File: src/rtl/ppx_generator_mc_pkg.sv
// Shared constants for the multi-channel pulse-per-X generator: defaults and
// field slots of the packed {period, high, phase} config word.
package ppx_generator_mc_pkg;

    localparam int          CNT_W_DEF    = 32;
    localparam int unsigned CLK_FREQ_DEF = 32'd10_000_000;

    // Slot indices into a [CFG_FIELDS-1:0][CNT_W-1:0] config word
    localparam int CFG_PHASE  = 0;
    localparam int CFG_HIGH   = 1;
    localparam int CFG_PERIOD = 2;
    localparam int CFG_FIELDS = 3;

    function automatic int ch_w(input int n);
        return (n > 1) ? $clog2(n) : 1;
    endfunction

endpackage

File: src/rtl/ppx_generator_mc_if.sv
// Control / config / pulse bus of ppx_generator_mc; master drives, slave is the block.
interface ppx_generator_mc_if
    import ppx_generator_mc_pkg::*;
#(
    parameter int NUM_CH = 4,
    parameter int CNT_W  = CNT_W_DEF
) ();
    localparam int CH_W = ch_w(NUM_CH);

    logic              enable;
    logic              sync_in;
    logic              cfg_wr;
    logic [CH_W-1:0]   cfg_ch;
    logic [CNT_W-1:0]  cfg_period;
    logic [CNT_W-1:0]  cfg_high;
    logic [CNT_W-1:0]  cfg_phase;
    logic [NUM_CH-1:0] ppx;
    logic [NUM_CH-1:0] ppx_edge;
    logic [NUM_CH-1:0] cfg_pending;

    modport master (
        output enable, sync_in, cfg_wr, cfg_ch, cfg_period, cfg_high, cfg_phase,
        input  ppx, ppx_edge, cfg_pending
    );

    modport slave (
        input  enable, sync_in, cfg_wr, cfg_ch, cfg_period, cfg_high, cfg_phase,
        output ppx, ppx_edge, cfg_pending
    );

endinterface

File: src/rtl/ppx_generator_mc_channel.sv
// One pulse channel: period counter, double-buffered config, window compare and
// registered pulse / rising-edge outputs.
module ppx_generator_mc_channel
    import ppx_generator_mc_pkg::*;
#(
    parameter int               CNT_W    = CNT_W_DEF,
    parameter logic [CNT_W-1:0] CLK_FREQ = CNT_W'(CLK_FREQ_DEF)
) (
    input  logic                                clk,
    input  logic                                reset_n,
    input  logic                                enable,
    input  logic                                sync_in,
    input  logic                                wr,
    input  logic [CFG_FIELDS-1:0][CNT_W-1:0]    wr_cfg,
    output logic                                ppx,
    output logic                                ppx_edge,
    output logic                                pending
);

    logic [CNT_W-1:0]                 count_q, count_d;
    logic [CFG_FIELDS-1:0][CNT_W-1:0] shad_q, shad_d;
    logic [CFG_FIELDS-1:0][CNT_W-1:0] act_q, act_d;
    logic                             pending_q, pending_d;
    logic                             ppx_q, ppx_d;
    logic                             edge_q, edge_d;

    logic [CNT_W-1:0] per, ph, hi;
    logic [CNT_W:0]   win_end;
    logic             win, last, apply;

    // Window decode; end is one bit wider so ph+H never overflows
    always_comb begin
        per     = (act_q[CFG_PERIOD] == '0) ? CLK_FREQ : act_q[CFG_PERIOD];
        hi      = act_q[CFG_HIGH];
        ph      = (act_q[CFG_PHASE] >= per) ? '0 : act_q[CFG_PHASE];
        win_end = {1'b0, ph} + {1'b0, hi};
        if (hi == '0)
            win = (count_q == ph);
        else if (hi >= per)
            win = 1'b1;
        else if (win_end > {1'b0, per})
            win = (count_q >= ph) || ({1'b0, count_q} < (win_end - {1'b0, per}));
        else
            win = (count_q >= ph) && ({1'b0, count_q} < win_end);
        last  = (count_q == per - CNT_W'(1));
        apply = !enable || sync_in || last;
    end

    always_comb begin
        count_d   = count_q;
        shad_d    = shad_q;
        act_d     = act_q;
        pending_d = pending_q;
        ppx_d     = enable & win;
        edge_d    = enable & win & ~ppx_q;
        count_d   = apply ? '0 : count_q + CNT_W'(1);
        if (apply) begin
            act_d     = shad_q;
            pending_d = 1'b0;
        end
        // A write on an apply cycle lands after the old shadow has been taken
        if (wr) begin
            shad_d    = wr_cfg;
            pending_d = 1'b1;
        end
    end

    always_ff @(posedge clk or negedge reset_n) begin
        if (!reset_n) begin
            count_q   <= '0;
            shad_q    <= '0;
            act_q     <= '0;
            pending_q <= 1'b0;
            ppx_q     <= 1'b0;
            edge_q    <= 1'b0;
        end else begin
            count_q   <= count_d;
            shad_q    <= shad_d;
            act_q     <= act_d;
            pending_q <= pending_d;
            ppx_q     <= ppx_d;
            edge_q    <= edge_d;
        end
    end

    assign ppx      = ppx_q;
    assign ppx_edge = edge_q;
    assign pending  = pending_q;

endmodule

File: src/rtl/ppx_generator_mc.sv
// Multi-channel pulse-per-X generator: decodes config writes to channels and
// fans out the common enable / sync strobes.
module ppx_generator_mc
    import ppx_generator_mc_pkg::*;
#(
    parameter int               NUM_CH   = 4,
    parameter int               CNT_W    = CNT_W_DEF,
    parameter logic [CNT_W-1:0] CLK_FREQ = CNT_W'(CLK_FREQ_DEF)
) (
    input  logic               clk,
    input  logic               reset_n,
    ppx_generator_mc_if.slave  bus
);

    localparam int CH_W = ch_w(NUM_CH);

    logic [CFG_FIELDS-1:0][CNT_W-1:0] wr_cfg;
    logic [NUM_CH-1:0]                ppx_w, edge_w, pend_w;

    assign wr_cfg[CFG_PERIOD] = bus.cfg_period;
    assign wr_cfg[CFG_HIGH]   = bus.cfg_high;
    assign wr_cfg[CFG_PHASE]  = bus.cfg_phase;

    // Out-of-range cfg_ch matches no channel, so the write is dropped
    for (genvar i = 0; i < NUM_CH; i++) begin : g_ch
        ppx_generator_mc_channel #(
            .CNT_W    (CNT_W),
            .CLK_FREQ (CLK_FREQ)
        ) u_ch (
            .clk      (clk),
            .reset_n  (reset_n),
            .enable   (bus.enable),
            .sync_in  (bus.sync_in),
            .wr       (bus.cfg_wr && (bus.cfg_ch == CH_W'(i))),
            .wr_cfg   (wr_cfg),
            .ppx      (ppx_w[i]),
            .ppx_edge (edge_w[i]),
            .pending  (pend_w[i])
        );
    end

    assign bus.ppx         = ppx_w;
    assign bus.ppx_edge    = edge_w;
    assign bus.cfg_pending = pend_w;

endmodule

File: src/flat_wrapper.sv
// flat-port wrapper written by rule: the top's interface ports become plain ports
module ppx_generator_mc_flat import ppx_generator_mc_pkg::*;
#(
    parameter int               NUM_CH   = 4,
    parameter int               CNT_W    = CNT_W_DEF,
    parameter logic [CNT_W-1:0] CLK_FREQ = CNT_W'(CLK_FREQ_DEF)
)
  (clk, reset_n, bus_enable, bus_sync_in, bus_cfg_wr, bus_cfg_ch, bus_cfg_period, bus_cfg_high, bus_cfg_phase, bus_ppx, bus_ppx_edge, bus_cfg_pending);
  ppx_generator_mc_if #(.NUM_CH(NUM_CH), .CNT_W(CNT_W)) bus_i ();
  input  logic clk;
  input  logic reset_n;
  input wire logic [$bits(bus_i.enable)-1:0] bus_enable;
  input wire logic [$bits(bus_i.sync_in)-1:0] bus_sync_in;
  input wire logic [$bits(bus_i.cfg_wr)-1:0] bus_cfg_wr;
  input wire logic [$bits(bus_i.cfg_ch)-1:0] bus_cfg_ch;
  input wire logic [$bits(bus_i.cfg_period)-1:0] bus_cfg_period;
  input wire logic [$bits(bus_i.cfg_high)-1:0] bus_cfg_high;
  input wire logic [$bits(bus_i.cfg_phase)-1:0] bus_cfg_phase;
  output wire logic [$bits(bus_i.ppx)-1:0] bus_ppx;
  output wire logic [$bits(bus_i.ppx_edge)-1:0] bus_ppx_edge;
  output wire logic [$bits(bus_i.cfg_pending)-1:0] bus_cfg_pending;
  assign bus_i.enable = bus_enable;
  assign bus_i.sync_in = bus_sync_in;
  assign bus_i.cfg_wr = bus_cfg_wr;
  assign bus_i.cfg_ch = bus_cfg_ch;
  assign bus_i.cfg_period = bus_cfg_period;
  assign bus_i.cfg_high = bus_cfg_high;
  assign bus_i.cfg_phase = bus_cfg_phase;
  assign bus_ppx = bus_i.ppx;
  assign bus_ppx_edge = bus_i.ppx_edge;
  assign bus_cfg_pending = bus_i.cfg_pending;
  ppx_generator_mc #(.NUM_CH(NUM_CH), .CNT_W(CNT_W), .CLK_FREQ(CLK_FREQ)) u_core (.clk(clk), .reset_n(reset_n), .bus(bus_i));
endmodule
File: config.mk
export PLATFORM = sky130hd
export DESIGN_NAME = ppx_generator_mc_flat
export DESIGN_NICKNAME = d
export VERILOG_FILES = /design/src/rtl/ppx_generator_mc_pkg.sv /design/src/rtl/ppx_generator_mc_if.sv /design/src/rtl/ppx_generator_mc_channel.sv /design/src/rtl/ppx_generator_mc.sv /design/src/flat_wrapper.sv
export SDC_FILE = /design/constraint.sdc
export NUM_CORES = 2
export LEC_CHECK = 0
export BUFFER_PORTS_ARGS = -buffer_cell sky130_fd_sc_hd__buf_2
export CAP_MARGIN = 10
export CORE_MARGIN = 2
export CORE_UTILIZATION = 53
export CTS_BUF_LIST = sky130_fd_sc_hd__clkbuf_16
export CTS_CLUSTER_DIAMETER = 150
export DETAILED_ROUTE_END_ITERATION = 10
export MAX_ROUTING_LAYER = met4
export PLACE_DENSITY = 0.77
export SETUP_SLACK_MARGIN = 0.1
export SYNTH_ARGS = -nofsm -noshare
export SYNTH_HDL_FRONTEND = slang
export SYNTH_SLANG_ARGS = --single-unit
File: constraint.sdc
create_clock -name clk -period 10.69 [get_ports clk]
set_clock_uncertainty 0.2 [all_clocks]
set_input_delay 2.138 -clock clk [delete_from_list [all_inputs] [get_ports clk]]
set_output_delay 2.138 -clock clk [all_outputs]
set_load 0.01 [all_outputs]
Yosys cells after proc, flatten, opt, wreduce, memory -nomap -nowiden
Index checks and enable logic that the tools add are counted.
- register bits: 908
- input port bits: 103
- output and inout bits: 12
- word-level logic and storage cells: 166
- add/sub/neg operators: 16
- $lt $le $gt $ge: 24
- eq/ne operators: 11
- multiplexer cells: 32
- bitwise gates (word level): 12
- reductions and logical operators: 31
- operators by type and width (kind ; number):
    $ge 32x32->1 ; 12
    $mux 32 ; 12
    $lt 32x33->1 ; 8
    $eq 32x32->1 ; 8
    $logic_not 32->1 ; 8
    $add 32x32->33 ; 4
    $gt 33x32->1 ; 4
    $sub 33x32->33 ; 4
    $add 32x1->32 const B ; 4
    $sub 32x1->32 const B ; 4
    $mux 1 ; 20
    $logic_or 1x1->1 ; 9
    $and 1x1->1 ; 8
    $logic_and 1x1->1 ; 8
    $reduce_bool 2->1 ; 4
    $eq 2x2->1 const B ; 2
    $not 1->1 ; 4
    $eq 2x1->1 const B ; 1
    $logic_not 2->1 ; 1
    $logic_not 1->1 ; 1

Logic depth before layout (Yosys ltp)
- word-level depth: 13
- mapped depth: 51
- gate-level depth less buffers: 45

Cells and area by module
Synthesis repeated with hierarchy kept, for this count alone.
- cell total of the unflattened synthesis: 6963
- area total of the unflattened synthesis: 69290.2 um^2
- by module, submodules not included (module ; instances ; cells each ; area each (um^2) ; seq. area each (um^2)):
    ppx_generator_mc_channel (u_core.g_ch[3].u_ch) ; 1 ; 1724 ; 17494.3 ; 5680.4
    ppx_generator_mc_channel (u_core.g_ch[0].u_ch) ; 1 ; 1761 ; 17479.3 ; 5680.4
    ppx_generator_mc_channel (u_core.g_ch[2].u_ch) ; 1 ; 1766 ; 17320.4 ; 5680.4
    ppx_generator_mc_channel (u_core.g_ch[1].u_ch) ; 1 ; 1708 ; 16958.8 ; 5680.4
    ppx_generator_mc ; 1 ; 4 ; 37.5 ; 0.0

Least setup slack after synthesis
Ideal clock, no wire load.
- path kind: register to register
- start: register u_core.g_ch[3].u_ch.act_q[69] (netlist name)
- end: register u_core.g_ch[3].u_ch.edge_q
- library setup time: 118 ps
- arrival: 9522 ps
- data required time: 10372 ps
- slack: 851 ps
- stages on the path, launching flop included: 51
- buffers on the path: 6
- period minus slack after synthesis: 9839 ps
- cell sequence: dfrtp_1 -> or4_1 -> clkbuf_1 -> or4_1 -> buf_2 -> nor4_4 -> buf_4 -> nor2_1 -> ha_1 -> a21o_1 -> a21o_1 -> a21oi_1 -> nor2b_1 -> o21ai_0 -> a211o_1 -> o211a_1 -> clkbuf_1 -> clkbuf_1 -> (+15 left out) -> a2111o_1 -> a21oi_1 -> o41ai_1 -> a21oi_1 -> a21oi_1 -> o21bai_1 -> a21oi_1 -> xor2_1 -> ha_1 -> and4_1 -> or4b_2 -> a21oi_1 -> o41ai_1 -> a21oi_1 -> o211ai_1 -> a21boi_0 -> a211oi_1 -> nor2b_1
- word-level cells in the longest chain between the ends: 13
- elaborated cells on any way between the ends: 19
- classes of those cells: 2 x add/sub; 6 x order compare; 1 x eq/ne; 5 x mux; 2 x bitwise; 3 x reduce/logical
- ends and longest elaborated chain (item ; RTL line ; source):
    start: declaration ; ppx_generator_mc_channel.sv:22 ; logic [CFG_FIELDS-1:0][CNT_W-1:0] act_q, act_d;
    start signal: assignment ; ppx_generator_mc_channel.sv:79 ; act_q <= act_d;
    $logic_not 32->1 ; ppx_generator_mc_channel.sv:33 ; per = (act_q[CFG_PERIOD] == '0) ? CLK_FREQ : act_q[CFG_PERIOD];
    $mux 32 * ; ppx_generator_mc_channel.sv:33 ;
    $ge 32x32->1 ; ppx_generator_mc_channel.sv:35 ; ph = (act_q[CFG_PHASE] >= per) ? '0 : act_q[CFG_PHASE];
    $mux 32 ; ppx_generator_mc_channel.sv:35 ;
    $add 32x32->33 ; ppx_generator_mc_channel.sv:36 ; win_end = {1'b0, ph} + {1'b0, hi};
    $sub 33x32->33 ; ppx_generator_mc_channel.sv:42 ; win = (count_q >= ph) || ({1'b0, count_q} < (win_end - {1'b0, per}));
    $lt 32x33->1 ; ppx_generator_mc_channel.sv:42 ;
    $logic_or 1x1->1 ; ppx_generator_mc_channel.sv:42 ;
    $mux 1 ; ppx_generator_mc_channel.sv:41 ; else if (win_end > {1'b0, per})
    $mux 1 ; ppx_generator_mc_channel.sv:39 ; else if (hi >= per)
    $mux 1 * ; ppx_generator_mc_channel.sv:37 ; if (hi == '0)
    $and 1x1->1 * ; - ;
    net u_core.g_ch[3].u_ch.ppx_d ; ppx_generator_mc_channel.sv:24 ; logic ppx_q, ppx_d;
    $and 1x1->1 * ; ppx_generator_mc_channel.sv:55 ; edge_d = enable & win & ~ppx_q;
    net u_core.g_ch[3].u_ch.edge_d ; ppx_generator_mc_channel.sv:25 ; logic edge_q, edge_d;
    end signal: assignment ; ppx_generator_mc_channel.sv:82 ; edge_q <= edge_d;
    end: declaration ; ppx_generator_mc_channel.sv:25 ;
The timed path passes the listed nets; every way through them passes the cells marked *.
A chain may end at the register's enable or synchronous reset.

Worst setup path after layout
- start: register u_core.g_ch[1].u_ch.act_q[84] (netlist name)
- end: register u_core.g_ch[1].u_ch.edge_q
- word-level cells in the longest chain between the ends: 13
- elaborated cells on any way between the ends: 19
- classes of those cells: 2 x add/sub; 6 x order compare; 1 x eq/ne; 5 x mux; 2 x bitwise; 3 x reduce/logical
- ends and longest elaborated chain (item ; RTL line):
    start: declaration ; ppx_generator_mc_channel.sv:22
    start signal: assignment ; ppx_generator_mc_channel.sv:79
    $logic_not 32->1 ; ppx_generator_mc_channel.sv:33
    $mux 32 * ; ppx_generator_mc_channel.sv:33
    $ge 32x32->1 ; ppx_generator_mc_channel.sv:35
    $mux 32 ; ppx_generator_mc_channel.sv:35
    $add 32x32->33 ; ppx_generator_mc_channel.sv:36
    $sub 33x32->33 ; ppx_generator_mc_channel.sv:42
    $lt 32x33->1 ; ppx_generator_mc_channel.sv:42
    $logic_or 1x1->1 ; ppx_generator_mc_channel.sv:42
    $mux 1 ; ppx_generator_mc_channel.sv:41
    $mux 1 ; ppx_generator_mc_channel.sv:39
    $mux 1 * ; ppx_generator_mc_channel.sv:37
    $and 1x1->1 * (2 in a row) ; ppx_generator_mc_channel.sv:55
    net u_core.g_ch[1].u_ch.edge_d ; ppx_generator_mc_channel.sv:25
    end signal: assignment ; ppx_generator_mc_channel.sv:82
    end: declaration ; ppx_generator_mc_channel.sv:25
Marks and branches as above.

==> results.ini <==
[detailed_routing]
ant_nets = 0
wl_per_cell_microns = 25.8
drt-total-wl_microns = 225000
firstDrtPassIters = 6
drtIter0Drc = 5432
vias = 55800
drcViolationCount = 0
viasPerCell = 6.38

[layout]
fin_area_sq_um = 74900
final_nets = 7988
n_fill_cell = 10800
drive_above_1_share_pct = 17.0
seq_area_sq_um = 22700
final_cells = 8748
multi_input_area_sq_um = 43800
final_core_util_pct = 58.6
areaGrowthSynthToFinish_pct = 9.79

[logic_synthesis]
synth.most_common_cell = dfrtp_1
syn_inst = 6849
synth_top_family_by_area = adder cells
synth_fa_ha_area_share_pct = 16.8
synth-async-reset-ratio_pct = 100
synth_cell_type_count = 78
syn-num-nets = 7860
synth-compound-area-share_pct = 12.9
yosys_register_bits = 908
synth_top_area_share_pct = 33.3
yosysSeqAreaShare_pct = 33.3
synth_ff_type = dfrtp_1
synth_commonest_cells = dfrtp_1 (908), ha_1 (900), mux2_2 (679)
synth-simple-area-share_pct = 14.4
synth_edf_count = 0
muxShareOfSynthArea_pct = 12.9
yosysWarnings = 0
syn_avg_cell_area_sq_um = 9.96
syn-cell-area_sq_um = 68200
synth_xor_area_share_pct = 6.64
synth_largest_area_cell = dfrtp_1
synth.area.top_cells = dfrtp_1 (33%), ha_1 (17%), mux2_2 (11%)

[worst_setup_path]
cp_slowest_stage_delay_ns = 0.69
end_kind = flop
cp-start-kind = flop
criticalPathCategory = flop to flop
cpMostUsedCell = nand2_1
cpMaxStageDelayCell = or4b_2
arrival_ns = 10.67
required_ns = 11.14
path_max_fanout = 27

[global_routing]
grt_pass1_wl_microns = 336000
grt_pass1_vias = 52800
grtUsageTotal_pct = 34.6
antenna_found_initial = 31
grt_max_degree = 207
grt_overflow = 0

[sta]
hold_violations = 0
fmax_mhz = 97.9
worst_pin_slew_ns = 1.23
hold_ws_ns = 0.196
setup_viol = 0
tns_ns = 0
fin_ws_ns = 0.478
fin_crit_ns = 10.21
maxSlewHeadroom_pct = 16.0
maxSlewViolCount = 0
rsz0062_at_grt = yes
finalCritPeriodShare_pct = 95.5

[power_and_ir_drop]
cellPowerDensity_nw_per_um2 = 296
pwr-share-clk_pct = 16.4
p_comb_share_pct = 61.7
p_total_mw = 22.2
leakage_nw = 35.0
p_sw_mw = 10.2
seqPwrFrac_pct = 21.9
peakVddDrop_mv = 0.142
p_int_mw = 11.9
p_sw_share_pct = 46.1

[status]
status = finished clean

[floorplanning]
dieArea_sq_um = 132000
initial_core_util_pct = 53.4
coreArea_sq_um = 128000
dieWidth_microns = 363
rows = 131
dieHeight_microns = 363
ios = 115

[clocking]
cts_hold_buf = 0
clkSinkCount = 908
numCtsBuffers = 102
clock_path_buffers = 3
clkLatencyLatePin_ns = 0.74
clkTransAtPathRegs_ns = 0.07
root_buffer = clkbuf_16
cts-htree-levels = 3
tritoncts = done

[placement]
dp_hpwl_microns = 175000
place_congestion = 1.03
portBuffers = 114
place_area_sq_um = 71000
place_ws_ns = -0.397
placed_cells = 8529

[flow_run]
cap_violations = 0

[min_path]
min-delay-path-class = flop to flop

==> timing repair <==
item	in CTS	in global routing
gates resized for setup	11	76
pin swaps	0	6
setup buffers	0	4
cloned	0	2
setup endpoints to repair	5	8
==> worst paths after layout <==
path,startpoint,endpoint,slack [ns],cells past startpoint
max,u_core.g_ch[1].u_ch.act_q[84],u_core.g_ch[1].u_ch.ppx_edge,0.48,42
max in group asynchronous,reset_n,u_core.g_ch[2].u_ch.shad_q[71],6.68,3
min in group asynchronous,reset_n,u_core.g_ch[1].u_ch.act_q[24],1.25,1
min reg2reg,u_core.g_ch[3].u_ch.ppx,u_core.g_ch[3].u_ch.ppx_edge,0.20,1
min,u_core.g_ch[3].u_ch.ppx,u_core.g_ch[3].u_ch.ppx_edge,0.20,1
max reg2reg,u_core.g_ch[1].u_ch.act_q[84],u_core.g_ch[1].u_ch.ppx_edge,0.48,42
==> registers in the layout (all words and copies together) (netlist names) <==
name / count
u_core.g_ch.u_ch.ppx: 4
u_core.g_ch.u_ch.ppx_edge: 4
u_core.g_ch.u_ch.pending: 4
u_core.g_ch.u_ch.hi: 128
u_core.g_ch.u_ch.shad_q: 384
u_core.g_ch.u_ch.count_q: 128
u_core.g_ch.u_ch.act_q: 256
==> power groups by stage <==
stage	Sequential [mW]	Clock [mW]	Combinational (mW)
finish	4.85	3.64	13.7
global route	4.90	3.82	15.2
CTS	4.81	3.68	13.2
detailed placement	4.86	0	13.0
global placement	4.83	0	12.8
floorplan	4.48	0	9.91
==> area by class of cell <==
class | instances | share of cell area, %
Clock buffer | 103 | 3.44
Tap cell | 1662 | 2.78
Clock inverter | 83 | 1.12
Inverter | 307 | 1.54
Timing Repair Buffer | 234 | 2.16
Multi-Input combinational cell | 5424 | 58.5
Sequential cell | 908 | 30.4
Antenna cell | 27 | 0.0903
==> placed cells by master, fill, tap and decap left out, drive strengths merged, types with 27 or more instances in the layout <==
cell and n:
or3 28, nor3 113, a21o 242, clkbuf 104, nor2b 65, diode 27
and2 167, o21bai 38, o21ai 263, a2111oi 29, or4b 35, clkinv 31
nor4 94, xor2 226, and3 50, nand4 143, o211ai 43, a31oi 34
dfrtp 908, nand2 394, a211oi 60, mux2 771, nor2 374, nor4b 39
nand3 159, o21a 67, nand2b 87, buf 233, a21oi 372, inv 342
or4 28, xnor2 291, ha 900
==> cell families after synthesis <==
logic type,after synthesis
AOI/OAI and AO/OA,1354
xor gates and xnor gates,517
adders and majority gates,908
buffers and inverters,517
DFF,908
muxes,779
and+or+nand+nor,1866
==> metal layers <==
layer | part of all wire (%) | wire length [microns] | GRT usage (%) | vias up
met5 | 0 | 0 | - | -
met4 | 3.0 | 6680 | 10.8 | 0
met3 | 9.6 | 21700 | 7.89 | 339
met2 | 41 | 93400 | 48.2 | 2274
met1 | 46 | 104000 | 49.6 | 27800
li1 | - | - | - | 25400
==> worst max-delay path: cells and delay by family (launching register included) <==
family | cells | cell delay [ns]
flip-flops | 1 | 0.51
AO/OA/AOI/OAI | 14 | 3.02
XOR/XNOR | 2 | 0.21
buffers and inverters | 1 | 0.20
adder cells (fa/ha/maj) | 4 | 1.34
AND/OR/NAND/NOR | 21 | 4.62
No activity file was read; power rests on OpenSTA's default activity.
